[config.mk]
export PLATFORM = sky130hd
export DESIGN_NAME = seq_tx_fmt
export DESIGN_NICKNAME = d
export VERILOG_FILES = /design/src/rtl/seq_tx_fmt_pkg.sv /design/src/rtl/seq_tx_fmt_hex_ascii.sv /design/src/rtl/seq_tx_fmt.sv
export SDC_FILE = /design/constraint.sdc
export NUM_CORES = 1
export LEC_CHECK = 0
export ABC_AREA = 1
export BUFFER_PORTS_ARGS = -buffer_cell sky130_fd_sc_hd__buf_4
export CORE_UTILIZATION = 52
export CTS_CLUSTER_SIZE = 40
export DETAILED_ROUTE_END_ITERATION = 7
export GPL_ROUTABILITY_DRIVEN = 0
export GPL_TIMING_DRIVEN = 0
export PLACE_DENSITY = 0.78
export SKIP_CTS_REPAIR_TIMING = 1
export SYNTH_ARGS = -nofsm -noshare
export SYNTH_HDL_FRONTEND = slang
export SYNTH_SLANG_ARGS = --single-unit
[constraint.sdc]
create_clock -name clk -period 2.6 [get_ports clk]
set_clock_uncertainty 0.2 [all_clocks]
set_input_delay 0.26 -clock clk [delete_from_list [all_inputs] [get_ports clk]]
set_output_delay 0.26 -clock clk [all_outputs]
set_load 0.05 [all_outputs]
[src/rtl/seq_tx_fmt_pkg.sv]
`default_nettype none
// ============================================================================
//  Module  : seq_tx_fmt_pkg
//  Purpose : Shared definitions for the sequencer result formatter: default
//            datapath widths, ASCII constants, FSM state encoding and a
//            helper that computes the number of hex digits for a word width.
//  Rev     : 1.0  initial release
// ============================================================================
package seq_tx_fmt_pkg;

    // Defaults for the sequencer datapath and register-number widths.
    localparam int SEQ_DP_WIDTH = 8;
    localparam int SEQ_RN_WIDTH = 2;

    // ASCII characters used to build a line.
    localparam logic [7:0] c_asc_r     = 8'h52;  // 'R'
    localparam logic [7:0] c_asc_colon = 8'h3A;  // ':'
    localparam logic [7:0] c_asc_cr    = 8'h0D;
    localparam logic [7:0] c_asc_lf    = 8'h0A;
    localparam logic [7:0] c_asc_0     = 8'h30;  // '0'
    localparam logic [7:0] c_asc_a     = 8'h41;  // 'A'

    typedef enum logic [1:0] {
        ST_IDLE = 2'd0,
        ST_SEND = 2'd1,
        ST_GAP  = 2'd2,
        ST_WAIT = 2'd3
    } fmt_state_t;

    // Hex digits needed to print a word of the given width (rounded up).
    function automatic int nib_count(input int width);
        return (width + 3) / 4;
    endfunction

endpackage
`default_nettype wire

[src/rtl/seq_tx_fmt_hex_ascii.sv]
`default_nettype none
// ============================================================================
//  Module  : seq_hex_ascii
//  Purpose : Combinational conversion of a 4-bit nibble to its uppercase
//            ASCII hex character ('0'..'9', 'A'..'F').
//  Ports   : i_nib  [3:0]  nibble in
//            o_asc  [7:0]  ASCII character out
//  Rev     : 1.0  initial release
// ============================================================================
module seq_hex_ascii
    import seq_tx_fmt_pkg::*;
(
    input  logic [3:0] i_nib,
    output logic [7:0] o_asc
);

    always_comb begin
        if (i_nib < 4'd10) begin
            o_asc = c_asc_0 + {4'h0, i_nib};
        end else begin
            o_asc = c_asc_a + {4'h0, i_nib} - 8'd10;
        end
    end

endmodule
`default_nettype wire

[src/rtl/seq_tx_fmt.sv]
`default_nettype none
// ============================================================================
//  Module  : seq_tx_fmt
//  Purpose : Formats each sequencer result word as an ASCII line
//            "R<reg>:<hex data>\r\n" and streams it byte by byte into the
//            UART byte transmitter.
//  Ports   : clk          system clock
//            rst          synchronous active-high reset
//            i_tx_data    result word (DP_WIDTH)
//            i_reg_num    register number (RN_WIDTH, <= 4)
//            i_tx_stb     1-cycle strobe qualifying i_tx_data/i_reg_num
//            i_uart_busy  byte transmitter busy
//            o_busy       line in progress; new strobes are dropped
//            o_byte       ASCII byte (held between strobes)
//            o_byte_stb   1-cycle strobe qualifying o_byte
//            o_drop_cnt   saturating count of dropped strobes
//  Config  : SEQ_TX_FMT_DROP_CNT_EN  enables the drop counter; when not
//            defined o_drop_cnt is tied to zero.
//  Rev     : 1.0  initial release
// ============================================================================
module seq_tx_fmt
    import seq_tx_fmt_pkg::*;
#(
    parameter int DP_WIDTH = SEQ_DP_WIDTH,
    parameter int RN_WIDTH = SEQ_RN_WIDTH
) (
    input  logic                clk,
    input  logic                rst,
    input  logic [DP_WIDTH-1:0] i_tx_data,
    input  logic [RN_WIDTH-1:0] i_reg_num,
    input  logic                i_tx_stb,
    input  logic                i_uart_busy,
    output logic                o_busy,
    output logic [7:0]          o_byte,
    output logic                o_byte_stb,
    output logic [7:0]          o_drop_cnt
);

    localparam int NIB   = nib_count(DP_WIDTH);
    localparam int LAST  = NIB + 4;
    localparam int IDX_W = $clog2(LAST + 1);

    // Byte positions within a line.
    localparam logic [IDX_W-1:0] c_idx_r     = IDX_W'(0);
    localparam logic [IDX_W-1:0] c_idx_reg   = IDX_W'(1);
    localparam logic [IDX_W-1:0] c_idx_colon = IDX_W'(2);
    localparam logic [IDX_W-1:0] c_idx_cr    = IDX_W'(NIB + 3);
    localparam logic [IDX_W-1:0] c_idx_last  = IDX_W'(LAST);

    fmt_state_t            r_state;
    fmt_state_t            w_state_nxt;
    logic [DP_WIDTH-1:0]   r_data;
    logic [RN_WIDTH-1:0]   r_reg;
    logic [IDX_W-1:0]      r_idx;
    logic                  r_busy;
    logic [7:0]            r_byte;

    logic                  w_byte_stb;
    logic                  w_stb_out;
    logic                  w_accept;
    logic                  w_advance;
    logic                  w_last;
    logic [NIB*4-1:0]      w_data_pad;
    logic [3:0]            w_data_nib;
    logic [3:0]            w_reg_nib;
    logic [7:0]            w_data_asc;
    logic [7:0]            w_reg_asc;
    logic [7:0]            w_char;

    assign w_last   = (r_idx == c_idx_last);
    assign w_accept = (r_state == ST_IDLE) && i_tx_stb;

    // ------------------------------------------------------------------------
    // FSM: next state and byte strobe
    // ------------------------------------------------------------------------
    always_comb begin
        w_state_nxt = r_state;
        w_byte_stb  = 1'b0;
        w_advance   = 1'b0;
        case (r_state)
            ST_IDLE: begin
                if (i_tx_stb) begin
                    w_state_nxt = ST_SEND;
                end
            end
            ST_SEND: begin
                if (!i_uart_busy) begin
                    w_byte_stb  = 1'b1;
                    w_state_nxt = ST_GAP;
                end
            end
            // One dead cycle so the UART has time to raise its busy flag.
            ST_GAP: begin
                w_state_nxt = ST_WAIT;
            end
            ST_WAIT: begin
                if (!i_uart_busy) begin
                    if (w_last) begin
                        w_state_nxt = ST_IDLE;
                    end else begin
                        w_advance   = 1'b1;
                        w_state_nxt = ST_SEND;
                    end
                end
            end
            default: begin
                w_state_nxt = ST_IDLE;
            end
        endcase
    end

    // A reset cycle must never emit a byte, even if the FSM sits in SEND.
    assign w_stb_out = w_byte_stb && !rst;

    always_ff @(posedge clk) begin
        if (rst) begin
            r_state <= ST_IDLE;
            r_busy  <= 1'b0;
            r_idx   <= '0;
            r_data  <= '0;
            r_reg   <= '0;
            r_byte  <= 8'h00;
        end else begin
            r_state <= w_state_nxt;
            r_busy  <= (w_state_nxt != ST_IDLE);
            if (w_accept) begin
                r_data <= i_tx_data;
                r_reg  <= i_reg_num;
                r_idx  <= '0;
            end else if (w_advance) begin
                r_idx  <= r_idx + IDX_W'(1);
            end
            if (w_stb_out) begin
                r_byte <= w_char;
            end
        end
    end

    // ------------------------------------------------------------------------
    // Character selection
    // ------------------------------------------------------------------------
    always_comb begin
        // Zero-pad the word up to a whole number of nibbles.
        w_data_pad                = '0;
        w_data_pad[DP_WIDTH-1:0]  = r_data;
        w_reg_nib                 = '0;
        w_reg_nib[RN_WIDTH-1:0]   = r_reg;
        // Index 3 prints the most significant nibble.
        w_data_nib = '0;
        for (int k = 0; k < NIB; k++) begin
            if (r_idx == IDX_W'(3 + k)) begin
                w_data_nib = w_data_pad[(NIB-1-k)*4 +: 4];
            end
        end
    end

    seq_hex_ascii u_hex_reg (
        .i_nib (w_reg_nib),
        .o_asc (w_reg_asc)
    );

    seq_hex_ascii u_hex_data (
        .i_nib (w_data_nib),
        .o_asc (w_data_asc)
    );

    always_comb begin
        if (r_idx == c_idx_r) begin
            w_char = c_asc_r;
        end else if (r_idx == c_idx_reg) begin
            w_char = w_reg_asc;
        end else if (r_idx == c_idx_colon) begin
            w_char = c_asc_colon;
        end else if (r_idx == c_idx_cr) begin
            w_char = c_asc_cr;
        end else if (r_idx == c_idx_last) begin
            w_char = c_asc_lf;
        end else begin
            w_char = w_data_asc;
        end
    end

    // The live character is presented in the strobe cycle; afterwards the
    // registered copy holds it.
    assign o_byte     = w_stb_out ? w_char : r_byte;
    assign o_byte_stb = w_stb_out;
    assign o_busy     = r_busy;

    // ------------------------------------------------------------------------
    // Optional dropped-strobe counter
    // ------------------------------------------------------------------------
`ifdef SEQ_TX_FMT_DROP_CNT_EN
    logic [7:0] r_drop_cnt;
    logic       w_drop;

    // o_busy covers the return-to-IDLE cycle, so strobes there are dropped too.
    assign w_drop = i_tx_stb && r_busy;

    always_ff @(posedge clk) begin
        if (rst) begin
            r_drop_cnt <= 8'h00;
        end else if (w_drop && (r_drop_cnt != 8'hFF)) begin
            r_drop_cnt <= r_drop_cnt + 8'd1;
        end
    end

    assign o_drop_cnt = r_drop_cnt;
`else
    assign o_drop_cnt = 8'h00;
`endif

endmodule
`default_nettype wire
==> flow_metrics.env, run 1 <==
export IMPL_rsz0062_at_grt="true"
export IMPL_antenna_cells=0
export IMPL_clock_fmax_mhz=391.0
export IMPL_power_density_nw_per_um2=482.8
export IMPL_gr_usage_met1=0.2837
export IMPL_root_buffer="clkbuf_4"
export IMPL_worst_pin_slew_ns=0.5158
export IMPL_top_usage_layer="met2"
export IMPL_cts_path_max_buffers=2
export IMPL_largestRegisters="r_byte: 8 flops, r_data: 8 flops, r_idx: 3 flops"
export IMPL_ios=32
export IMPL_status="finished, violations left"
export IMPL_post_place_cells=246
export IMPL_reg2reg_from="r_idx[1]$_SDFFE_PP0P_"
export IMPL_clockPowerShare=0.305
export IMPL_total_power_uw=903.8
export IMPL_grt_ovfl_total=0
export IMPL_clkLatencyLatePin_ns=0.33
export IMPL_worst_path_max_fanout=5
export IMPL_finalNetCount=258
export IMPL_grtUsageTotal=0.2547
export IMPL_yosysTopAreaCell="dfxtp_1"
export IMPL_pwr_share_comb=0.240
export IMPL_rr_worst_depth=12
export IMPL_grt_pass1_wl_um=5119
export IMPL_holdPathStages=3
export IMPL_area_growth_pct=41.80
export IMPL_yosys_top_cells_count="nand2_1 (34), nor2_1 (32), dfxtp_1 (24)"
export IMPL_seq_area_frac_synth=0.3640
export IMPL_relSlewSlack=0.6562
export IMPL_reg2reg_to="r_byte[1]$_SDFF_PP0_"
export IMPL_drv_cap=0
export IMPL_drive_gt1_frac=0.3502
export IMPL_fin_crit_sh=0.9836
export IMPL_worst_hold_slack_ns=-0.01991
export IMPL_hpwl_um=2262
export IMPL_hold_path_class="input port to flop"
export IMPL_start_util=0.5746
export IMPL_violations="negative hold slack"
export IMPL_synth_warnings=0
export IMPL_totalWireLength_um=3437
export IMPL_drc=0
export IMPL_drtIter0Drc=23
export IMPL_asyncSetResetFlopFracSynth=0
export IMPL_worstHoldStart="i_tx_data[4]"
export IMPL_yosysMostFrequentCell="nand2_1"
export IMPL_drtAntennaViolNets=0
export IMPL_avgSynthCellArea_um2=7.021
export IMPL_ctsHtreeMaxLevel=1
export IMPL_path_clk_slew_ns=0.14
export IMPL_crit_slowest_cell="dfxtp_4"
export IMPL_antenna_found_initial=0
export IMPL_die_h_um=52.39
export IMPL_grt_max_degree=15
export IMPL_synthFlopType="dfxtp_1"
export IMPL_crit_family="adder cells"
export IMPL_rows=17
export IMPL_grt_use_met3=0.06377
export IMPL_netlist_area_leader_share=0.3640
export IMPL_vias=1353
export IMPL_drv_slew=0
export IMPL_cp_end_kind="output pin"
export IMPL_die_area_um2=2744
export IMPL_crit_start="r_idx[1]$_SDFFE_PP0P_"
export IMPL_setup_viol=0
export IMPL_cp_slowest_stage_delay_ns=0.41
export IMPL_max_vdd_ir_drop_mv=0.4489
export IMPL_min_period_ns=2.557
export IMPL_die_x_um=52.39
export IMPL_coreArea_um2=2297
export IMPL_yosys_top_cells_area="dfxtp_1 (36%), nand2_1 (9.7%), nor2_1 (9.1%), o21ai_0 (6.4%), ha_1 (5.7%)"
export IMPL_seqPwrFrac=0.456
export IMPL_ff2ff_setup_slack_ns=0.58
export IMPL_cell_internal_pwr_uw=628.1
export IMPL_worst_path_buf_inv=2
export IMPL_final_core_util=0.8148
export IMPL_fin_tns_setup_ns=0
export IMPL_clock_sinks=24
export IMPL_crit_path_frequent_cell="ha_4"
export IMPL_grt_pass1_vias=1209
export IMPL_p_leak_nw=0.9299
export IMPL_finalHoldViolations=3
export IMPL_grt_use_met2=0.4515
export IMPL_min_to="r_data[4]$_SDFFE_PP0P_"
export IMPL_synth_distinct_cells=25
export IMPL_netlist_area_um2=1320
export IMPL_switching_share=0.3051
export IMPL_synthCells=188
export IMPL_path_class="flop to output pin"
export IMPL_avgRoutedWirePerCell_um=12.97
export IMPL_cp_required_ns=2.14
export IMPL_synth_seq_cells=24
export IMPL_synth_edf_count=0
export IMPL_via_per_inst=5.106
export IMPL_netSwitchingPower_uw=275.7
export IMPL_layout_cells_non_filler=265
export IMPL_cts_tree="yes"
export IMPL_cts_buffers=3
export IMPL_drtPass1Iterations=5
export IMPL_dpl_worst_slack_ns=0.08596
export IMPL_setup_ws_ns=0.04261
export IMPL_port_buffers=23
export IMPL_arrival_ns=2.10
export IMPL_path_depth=12
export IMPL_cp_start_kind="flop"
export IMPL_cp_cell_sequence="ha_4 -> ha_4 -> nand2_2 -> nand2_2 -> nand2_4 -> ha_4 -> nor2_4 -> o21ai_2 -> nand2_1 -> o21ai_2 -> inv_1 -> buf_6"
-- power by group through the flow --
stage | sequential (mW) | clock, mW | combinational, mW
final | 0.412 | 0.275 | 0.217
after global routing | 0.416 | 0.293 | 0.237
after CTS | 0.410 | 0.281 | 0.192
after detailed placement | 0.419 | 0 | 0.192
after global placement | 0.418 | 0 | 0.186
after floorplan | 0.425 | 0 | 0.135
-- metrics by stage --
step / hold WS, ns / area, um^2
floorplan: 0.2267 / 1346
global placement: 0.2475 / 1554
detailed placement: 0.2523 / 1554
CTS: -0.03711 / 1607
global route: -0.0003404 / 1872
finish: -0.01991 / 1872
-- final cells by class --
| type | instances | area, um^2 |
|---|---|---|
| clock buffers | 3 | 22.52 |
| multi-input cells | 137 | 808.3 |
| flip-flops and latches | 24 | 489.2 |
| fillers | 158 | 425.4 |
| clock inverters | 1 | 30.03 |
| inverters | 22 | 90.09 |
| repair buffers | 38 | 314.1 |
| well taps | 28 | 35.03 |
| plain buffers | 12 | 82.58 |
-- worst max path at each step --
| stage | endpoint | slack, ns |
|---|---|---|
| 2_1_floorplan | o_byte[1] | 0.27 |
| 3_3_place_gp | o_byte[1] | 0.20 |
| 3_5_place_dp | o_byte[1] | 0.09 |
| 4_1_cts | o_byte[1] | -0.31 |
| 5_1_grt | o_byte[0] | -0.05 |
| 6_report | o_byte[1] | 0.04 |
-- layout by cell type (no fill, tap or decap), drive strengths merged --
cell         instances
o21bai               1
nand4                1
nor2                33
xor2                 1
bufinv               1
nor3                 1
nand2               41
clkinv               1
a211oi               2
nand3               11
clkbuf               6
a21oi               13
o21ai               18
and2                 1
inv                 21
ha                   6
dfxtp               24
conb                 8
dlygate4sd3          4
buf                 43
-- cells by family after synthesis --
logic type | count (synthesis) | synth area share
DFF | 24 | 0.3640
other | 1 | 0.002841
AOI/OAI and AO/OA | 34 | 0.1403
adders and majority gates | 6 | 0.05687
and+or+nand+nor | 88 | 0.3071
xor gates and xnor gates | 1 | 0.006636
buffers and inverters | 34 | 0.1223
-- per-layer routing --
layer / up-vias / share of wire
met5: - / 0
met4: 0 / 0.016
met3: 6 / 0.060
met2: 42 / 0.53
met1: 622 / 0.39
li1: 683 / -
-- worst reg2reg max path, cell delays in order, from the launching register on --
cell,delay (ns)
dfxtp_4,0.41
ha_4,0.15
ha_4,0.17
nand2_2,0.06
nand2_2,0.08
nand2_4,0.08
ha_4,0.28
nor2_4,0.04
o21ai_2,0.13
nand2_1,0.08
o21ai_2,0.07
buf_4,0.12
nor2_1,0.03
Power figures use the tool's default switching activity.
==> inputs of run 2 (changes only) <==
- ABC_AREA: 1 -> not set
- GPL_ROUTABILITY_DRIVEN: 0 -> not set
- GPL_TIMING_DRIVEN: 0 -> 1
==> run 2 against run 1 <==
Compared with the run above: the run ends with negative hold slack, negative setup slack left; first-iteration DRC count up 120%; worst hold slack got worse by 0.0064 ns; register-to-register slack worse by 0.22 ns.
==> flow_metrics.env, run 2 <==
export IMPL_status="finished, violations left"
export IMPL_violations="negative hold slack, negative setup slack"
export IMPL_grt_max_degree=24
export IMPL_area_growth_pct=43.63
export IMPL_cts_buffers=3
export IMPL_grt_pass1_wl_um=4719
export IMPL_synth_seq_cells=24
export IMPL_netlist_area_leader_share=0.3626
export IMPL_largestRegisters="r_byte: 8 flops, r_data: 8 flops, r_idx: 3 flops"
export IMPL_drtAntennaViolNets=0
export IMPL_seq_area_frac_synth=0.3626
export IMPL_start_util=0.5768
export IMPL_finalNetCount=229
export IMPL_synth_edf_count=0
export IMPL_ios=32
export IMPL_die_x_um=52.48
export IMPL_setup_viol=1
export IMPL_hpwl_um=2183
export IMPL_clock_sinks=24
export IMPL_die_h_um=52.48
export IMPL_path_class="flop to output pin"
export IMPL_totalWireLength_um=3858
export IMPL_n_fill_cell=133
export IMPL_yosys_top_cells_count="nand2_1 (32), dfxtp_1 (24), a21oi_1 (18)"
export IMPL_worst_path_max_fanout=7
export IMPL_synthCells=169
export IMPL_rows=17
export IMPL_setup_ws_ns=-0.01178
export IMPL_cts_path_max_buffers=2
export IMPL_synthFlopType="dfxtp_1"
export IMPL_clock_fmax_mhz=382.9
export IMPL_ctsHtreeMaxLevel=1
export IMPL_yosysTopAreaCell="dfxtp_1"
export IMPL_layout_common_cells="nand2_1 (29), buf_4 (26), dfxtp_1 (21)"
export IMPL_avgRoutedWirePerCell_um=16.35
export IMPL_finalHoldViolations=1
export IMPL_synth_warnings=0
export IMPL_finalWeightedCongestion=0.8722
export IMPL_yosysMostFrequentCell="nand2_1"
export IMPL_fin_crit_sh=1.005
export IMPL_avgSynthCellArea_um2=7.840
export IMPL_die_area_um2=2754
export IMPL_drc=0
export IMPL_cp_required_ns=2.14
export IMPL_cts_tree="yes"
export IMPL_drv_cap=0
export IMPL_fin_tns_setup_ns=-0.01178
export IMPL_synth_distinct_cells=32
export IMPL_final_common_cell="nand2_1"
export IMPL_grtUsageTotal=0.2332
export IMPL_drv_slew=0
export IMPL_asyncSetResetFlopFracSynth=0
export IMPL_grt_ovfl_total=0
export IMPL_cp_end_kind="output pin"
export IMPL_drtIter0Drc=51
export IMPL_min_period_ns=2.612
export IMPL_max_vdd_ir_drop_mv=0.5316
export IMPL_antenna_cells=0
export IMPL_dpl_worst_slack_ns=0.08141
export IMPL_cp_start_kind="flop"
export IMPL_drtPass1Iterations=4
export IMPL_drive_gt1_frac=0.3654
export IMPL_holdPathStages=3
export IMPL_worst_hold_slack_ns=-0.02627
export IMPL_port_buffers=23
export IMPL_via_per_inst=5.924
export IMPL_yosys_top_cells_area="dfxtp_1 (36%), nand2_1 (9.1%), a21oi_1 (6.8%), ha_1 (5.7%), buf_4 (4.5%)"
export IMPL_root_buffer="clkbuf_4"
export IMPL_grt_pass1_vias=1125
export IMPL_rr_worst_depth=7
export IMPL_vias=1398
export IMPL_arrival_ns=2.15
export IMPL_coreArea_um2=2297
export IMPL_power_density_nw_per_um2=404.6
export IMPL_netlist_area_um2=1325
export IMPL_antenna_found_initial=0
export IMPL_p_leak_nw=0.7871
export IMPL_path_clk_slew_ns=0.13
export IMPL_hold_path_class="input port to flop"
export IMPL_rsz0062_at_grt="true"
export IMPL_clkLatencyLatePin_ns=0.33
export IMPL_total_power_uw=770.0
## run 2: cell types whose count changed after synthesis, sizes merged, moves of 8 or more
cell,change
inv,-15
nand2,-9
nand3,-11
nor2,-25
nor3,+8
o21ai,-10
## run 2: power breakdown
| part | internal (mW) | leakage (nW) | total, mW | switching [mW] |
|---|---|---|---|---|
| Sequential | 0.387 | 0.198 | 0.402 | 0.0150 |
| Combinational | 0.0606 | 0.569 | 0.166 | 0.106 |
| Clock | 0.0859 | 0.0210 | 0.202 | 0.116 |
## run 2: kinds of logic (layout without fill, tap and decap cells)
kind of cell    after synthesis  count (layout)  synth area share
compound gates               45              45            0.2040
xor+xnor                      3               3           0.01983
fa+ha+maj                     6               6           0.05666
buf+inv                      22              54            0.1001
flops                        24              24            0.3626
mux                           2               2           0.01511
other cells                   1               8          0.002830
simple gates                 66              66            0.2389
## run 2: stage by stage
step / hold slack, ns / util / cells / instance area (um^2)
floorplan: 0.1389 / - / 176 / 1389
global placement: 0.2480 / 0.6705 / 218 / 1540
detailed placement: 0.2503 / 0.6705 / 218 / 1540
CTS: -0.02895 / 0.6863 / 222 / 1577
global route: -0.01178 / 0.8284 / 236 / 1903
finish: -0.02627 / 0.8284 / 236 / 1903
## run 2: metal layers
layer / part of all wire / up-vias / GRT usage
met4: 0.036 / 0 / 0.1009
met3: 0.042 / 13 / 0.03768
met1: 0.41 / 680 / 0.2580
li1: - / 647 / -
met5: 0 / - / 0
met2: 0.51 / 58 / 0.4304
## run 2: worst paths after layout
kind                                  to                   from  slack [ns]
hold reg to reg     r_byte[5]$_SDFF_PP0_   r_byte[5]$_SDFF_PP0_        0.28
setup / recovery               o_byte[3]  r_idx[0]$_SDFFE_PP0P_       -0.01
hold / removal    r_data[0]$_SDFFE_PP0P_           i_tx_data[0]       -0.03
setup reg to reg    r_byte[0]$_SDFF_PP0_  r_state[1]$_SDFF_PP0_        0.36
## run 2: cell type report
type | instances | area (um^2) | area share
Clock buffer | 4 | 36.28 | 0.01907
Inverter | 7 | 31.28 | 0.01644
Multi-Input combinational cell | 130 | 938.4 | 0.4931
Sequential cell | 24 | 486.7 | 0.2558
Tap cell | 28 | 35.03 | 0.01841
Timing Repair Buffer | 43 | 375.4 | 0.1972
## run 2: worst max-delay path, stage by stage, from the launching register on
cell	delay (ns)
dfxtp_2	0.38
inv_2	0.07
ha_4	0.19
and3_1	0.22
a31oi_4	0.27
o311ai_2	0.18
and3_4	0.23
a21oi_4	0.11
buf_6	0.17
==> inputs of run 3 (changes only) <==
- CELL_PAD_IN_SITES_DETAIL_PLACEMENT: not set -> 0
- CELL_PAD_IN_SITES_GLOBAL_PLACEMENT: not set -> 1
- CORE_UTILIZATION: 52 -> 38
- PLACE_DENSITY: 0.78 -> not set
- PLACE_DENSITY_LB_ADDON: not set -> 0.1
==> run 3 against run 2 <==
Compared with the run above: the flow now finishes without violations; final cell count is 8.9% higher; die area is 35% higher; first-iteration DRC count fell by 35%; critical path depth grew 2; non-clock buffer count increased by 3.
==> flow_metrics.env, run 3 (synthesis results as in run 2) <==
export IMPL_min_to="r_state[1]$_SDFF_PP0_"
export IMPL_rsz0062_at_grt="true"
export IMPL_largestRegisters="r_byte: 8 flops, r_data: 8 flops, r_idx: 3 flops"
export IMPL_holdPathStages=4
export IMPL_drive_gt1_frac=0.3697
export IMPL_clock_sinks=24
export IMPL_layout_common_cells="nand2_1 (29), buf_4 (29), dfxtp_1 (21)"
export IMPL_finalHoldViolations=0
export IMPL_crit_slowest_cell="dfxtp_4"
export IMPL_clock_fmax_mhz=391.1
export IMPL_multi_input_area_um2=934.6
export IMPL_via_per_inst=4.918
export IMPL_power_density_nw_per_um2=392.9
export IMPL_totalWireLength_um=3024
export IMPL_cp_end_kind="output pin"
export IMPL_clkLatencyLatePin_ns=0.32
export IMPL_min_period_ns=2.557
export IMPL_root_buffer="clkbuf_4"
export IMPL_antenna_found_initial=0
export IMPL_grt_pass1_vias=1093
export IMPL_grt_use_met2=0.2811
export IMPL_crit_family="buffers and inverters"
export IMPL_cp_start_kind="flop"
export IMPL_grtUsageTotal=0.1659
export IMPL_worst_path_buf_inv=4
export IMPL_reg2reg_to="r_byte[0]$_SDFF_PP0_"
export IMPL_fin_crit_sh=0.9834
export IMPL_p_leak_nw=0.7914
export IMPL_rr_worst_depth=8
export IMPL_fin_area_um2=1948
export IMPL_cts_path_max_buffers=2
export IMPL_gr_usage_met1=0.2093
export IMPL_ff2ff_setup_slack_ns=0.33
export IMPL_total_power_uw=765.4
export IMPL_grt_use_met3=0.03782
export IMPL_avgRoutedWirePerCell_um=11.77
export IMPL_start_util=0.3971
export IMPL_ff_latch_area_um2=489.2
export IMPL_n_fill_cell=318
export IMPL_port_buffers=23
export IMPL_rows=21
export IMPL_cts_buffers=3
export IMPL_antenna_cells=0
export IMPL_top_usage_layer="met2"
export IMPL_ios=32
export IMPL_drc=0
export IMPL_grt_pass1_wl_um=4657
export IMPL_finalNetCount=232
export IMPL_cp_cell_sequence="inv_4 -> ha_4 -> and3_4 -> a31oi_4 -> buf_6 -> buf_6 -> a21oi_4 -> xnor2_2 -> o21ai_2 -> buf_6"
export IMPL_worst_path_max_fanout=7
export IMPL_drv_cap=0
export IMPL_area_growth_pct=47.03
export IMPL_worstHoldStart="i_uart_busy"
export IMPL_hold_path_class="input port to flop"
export IMPL_path_clk_slew_ns=0.13
export IMPL_cp_slowest_stage_delay_ns=0.40
export IMPL_grt_max_degree=24
export IMPL_setup_ws_ns=0.04322
export IMPL_vias=1264
export IMPL_reg2reg_from="r_state[1]$_SDFF_PP0_"
export IMPL_fin_tns_setup_ns=0
export IMPL_drtAntennaViolNets=0
export IMPL_die_x_um=61.05
export IMPL_coreArea_um2=3337
export IMPL_ctsHtreeMaxLevel=1
export IMPL_setup_viol=0
export IMPL_drv_slew=0
export IMPL_grt_ovfl_total=0
export IMPL_finalWeightedCongestion=0.8399
export IMPL_arrival_ns=2.10
export IMPL_die_area_um2=3727
export IMPL_dpl_worst_slack_ns=0.08061
export IMPL_max_vdd_ir_drop_mv=0.2847
export IMPL_cp_required_ns=2.14
export IMPL_crit_path_frequent_cell="buf_6"
export IMPL_status="completed"
export IMPL_die_h_um=61.05
export IMPL_placed_cell_area_um2=1563
export IMPL_drtIter0Drc=33
export IMPL_cts_tree="yes"
export IMPL_path_class="flop to output pin"
export IMPL_drtPass1Iterations=4
export IMPL_hpwl_um=2057
## run 3: layout make-up
type | count | share of cell area
multi-input cells | 130 | 0.4798
repair buffers | 46 | 0.2036
clock buffers | 4 | 0.01863
flip-flops and latches | 24 | 0.2511
inverters | 7 | 0.01734
well taps | 46 | 0.02954
## run 3: worst max-delay path by stage
stage,endpoint,startpoint,cells after the start
floorplan,o_byte[4],r_idx[2]$_SDFFE_PP0P_,7
global placement,o_byte[6],r_idx[0]$_SDFFE_PP0P_,9
detailed placement,o_byte[6],r_idx[0]$_SDFFE_PP0P_,9
CTS,o_byte[6],r_idx[0]$_SDFFE_PP0P_,9
global route,o_byte[0],r_idx[1]$_SDFFE_PP0P_,10
finish,o_byte[0],r_idx[1]$_SDFFE_PP0P_,10
## run 3: stage by stage
step           std cells  hold slack (ns)    util
6_report             257          0.08526  0.5838
5_1_grt              257          0.09437  0.5838
4_1_cts              240         -0.05379  0.4792
3_5_place_dp         236           0.2480  0.4683
3_3_place_gp         236           0.2471  0.4683
2_1_floorplan        176           0.1389       -
## run 3: power by group
part	switching [mW]	leakage (nW)	internal, mW
sequential	0.0126	0.198	0.386
combinational	0.101	0.573	0.0609
clock	0.120	0.0210	0.0859
total	0.233	0.791	0.532
## run 3: routing by layer
metal,vias up,part of all wire
met5,-,0
met4,0,0.021
met3,7,0.026
met2,20,0.49
met1,584,0.46
li1,653,-
## run 3: tightest hold or removal path, stage by stage
cell     delay, ns
buf_4         0.09
nor2b_1       0.06
xnor2_1       0.13
nor2_1        0.05
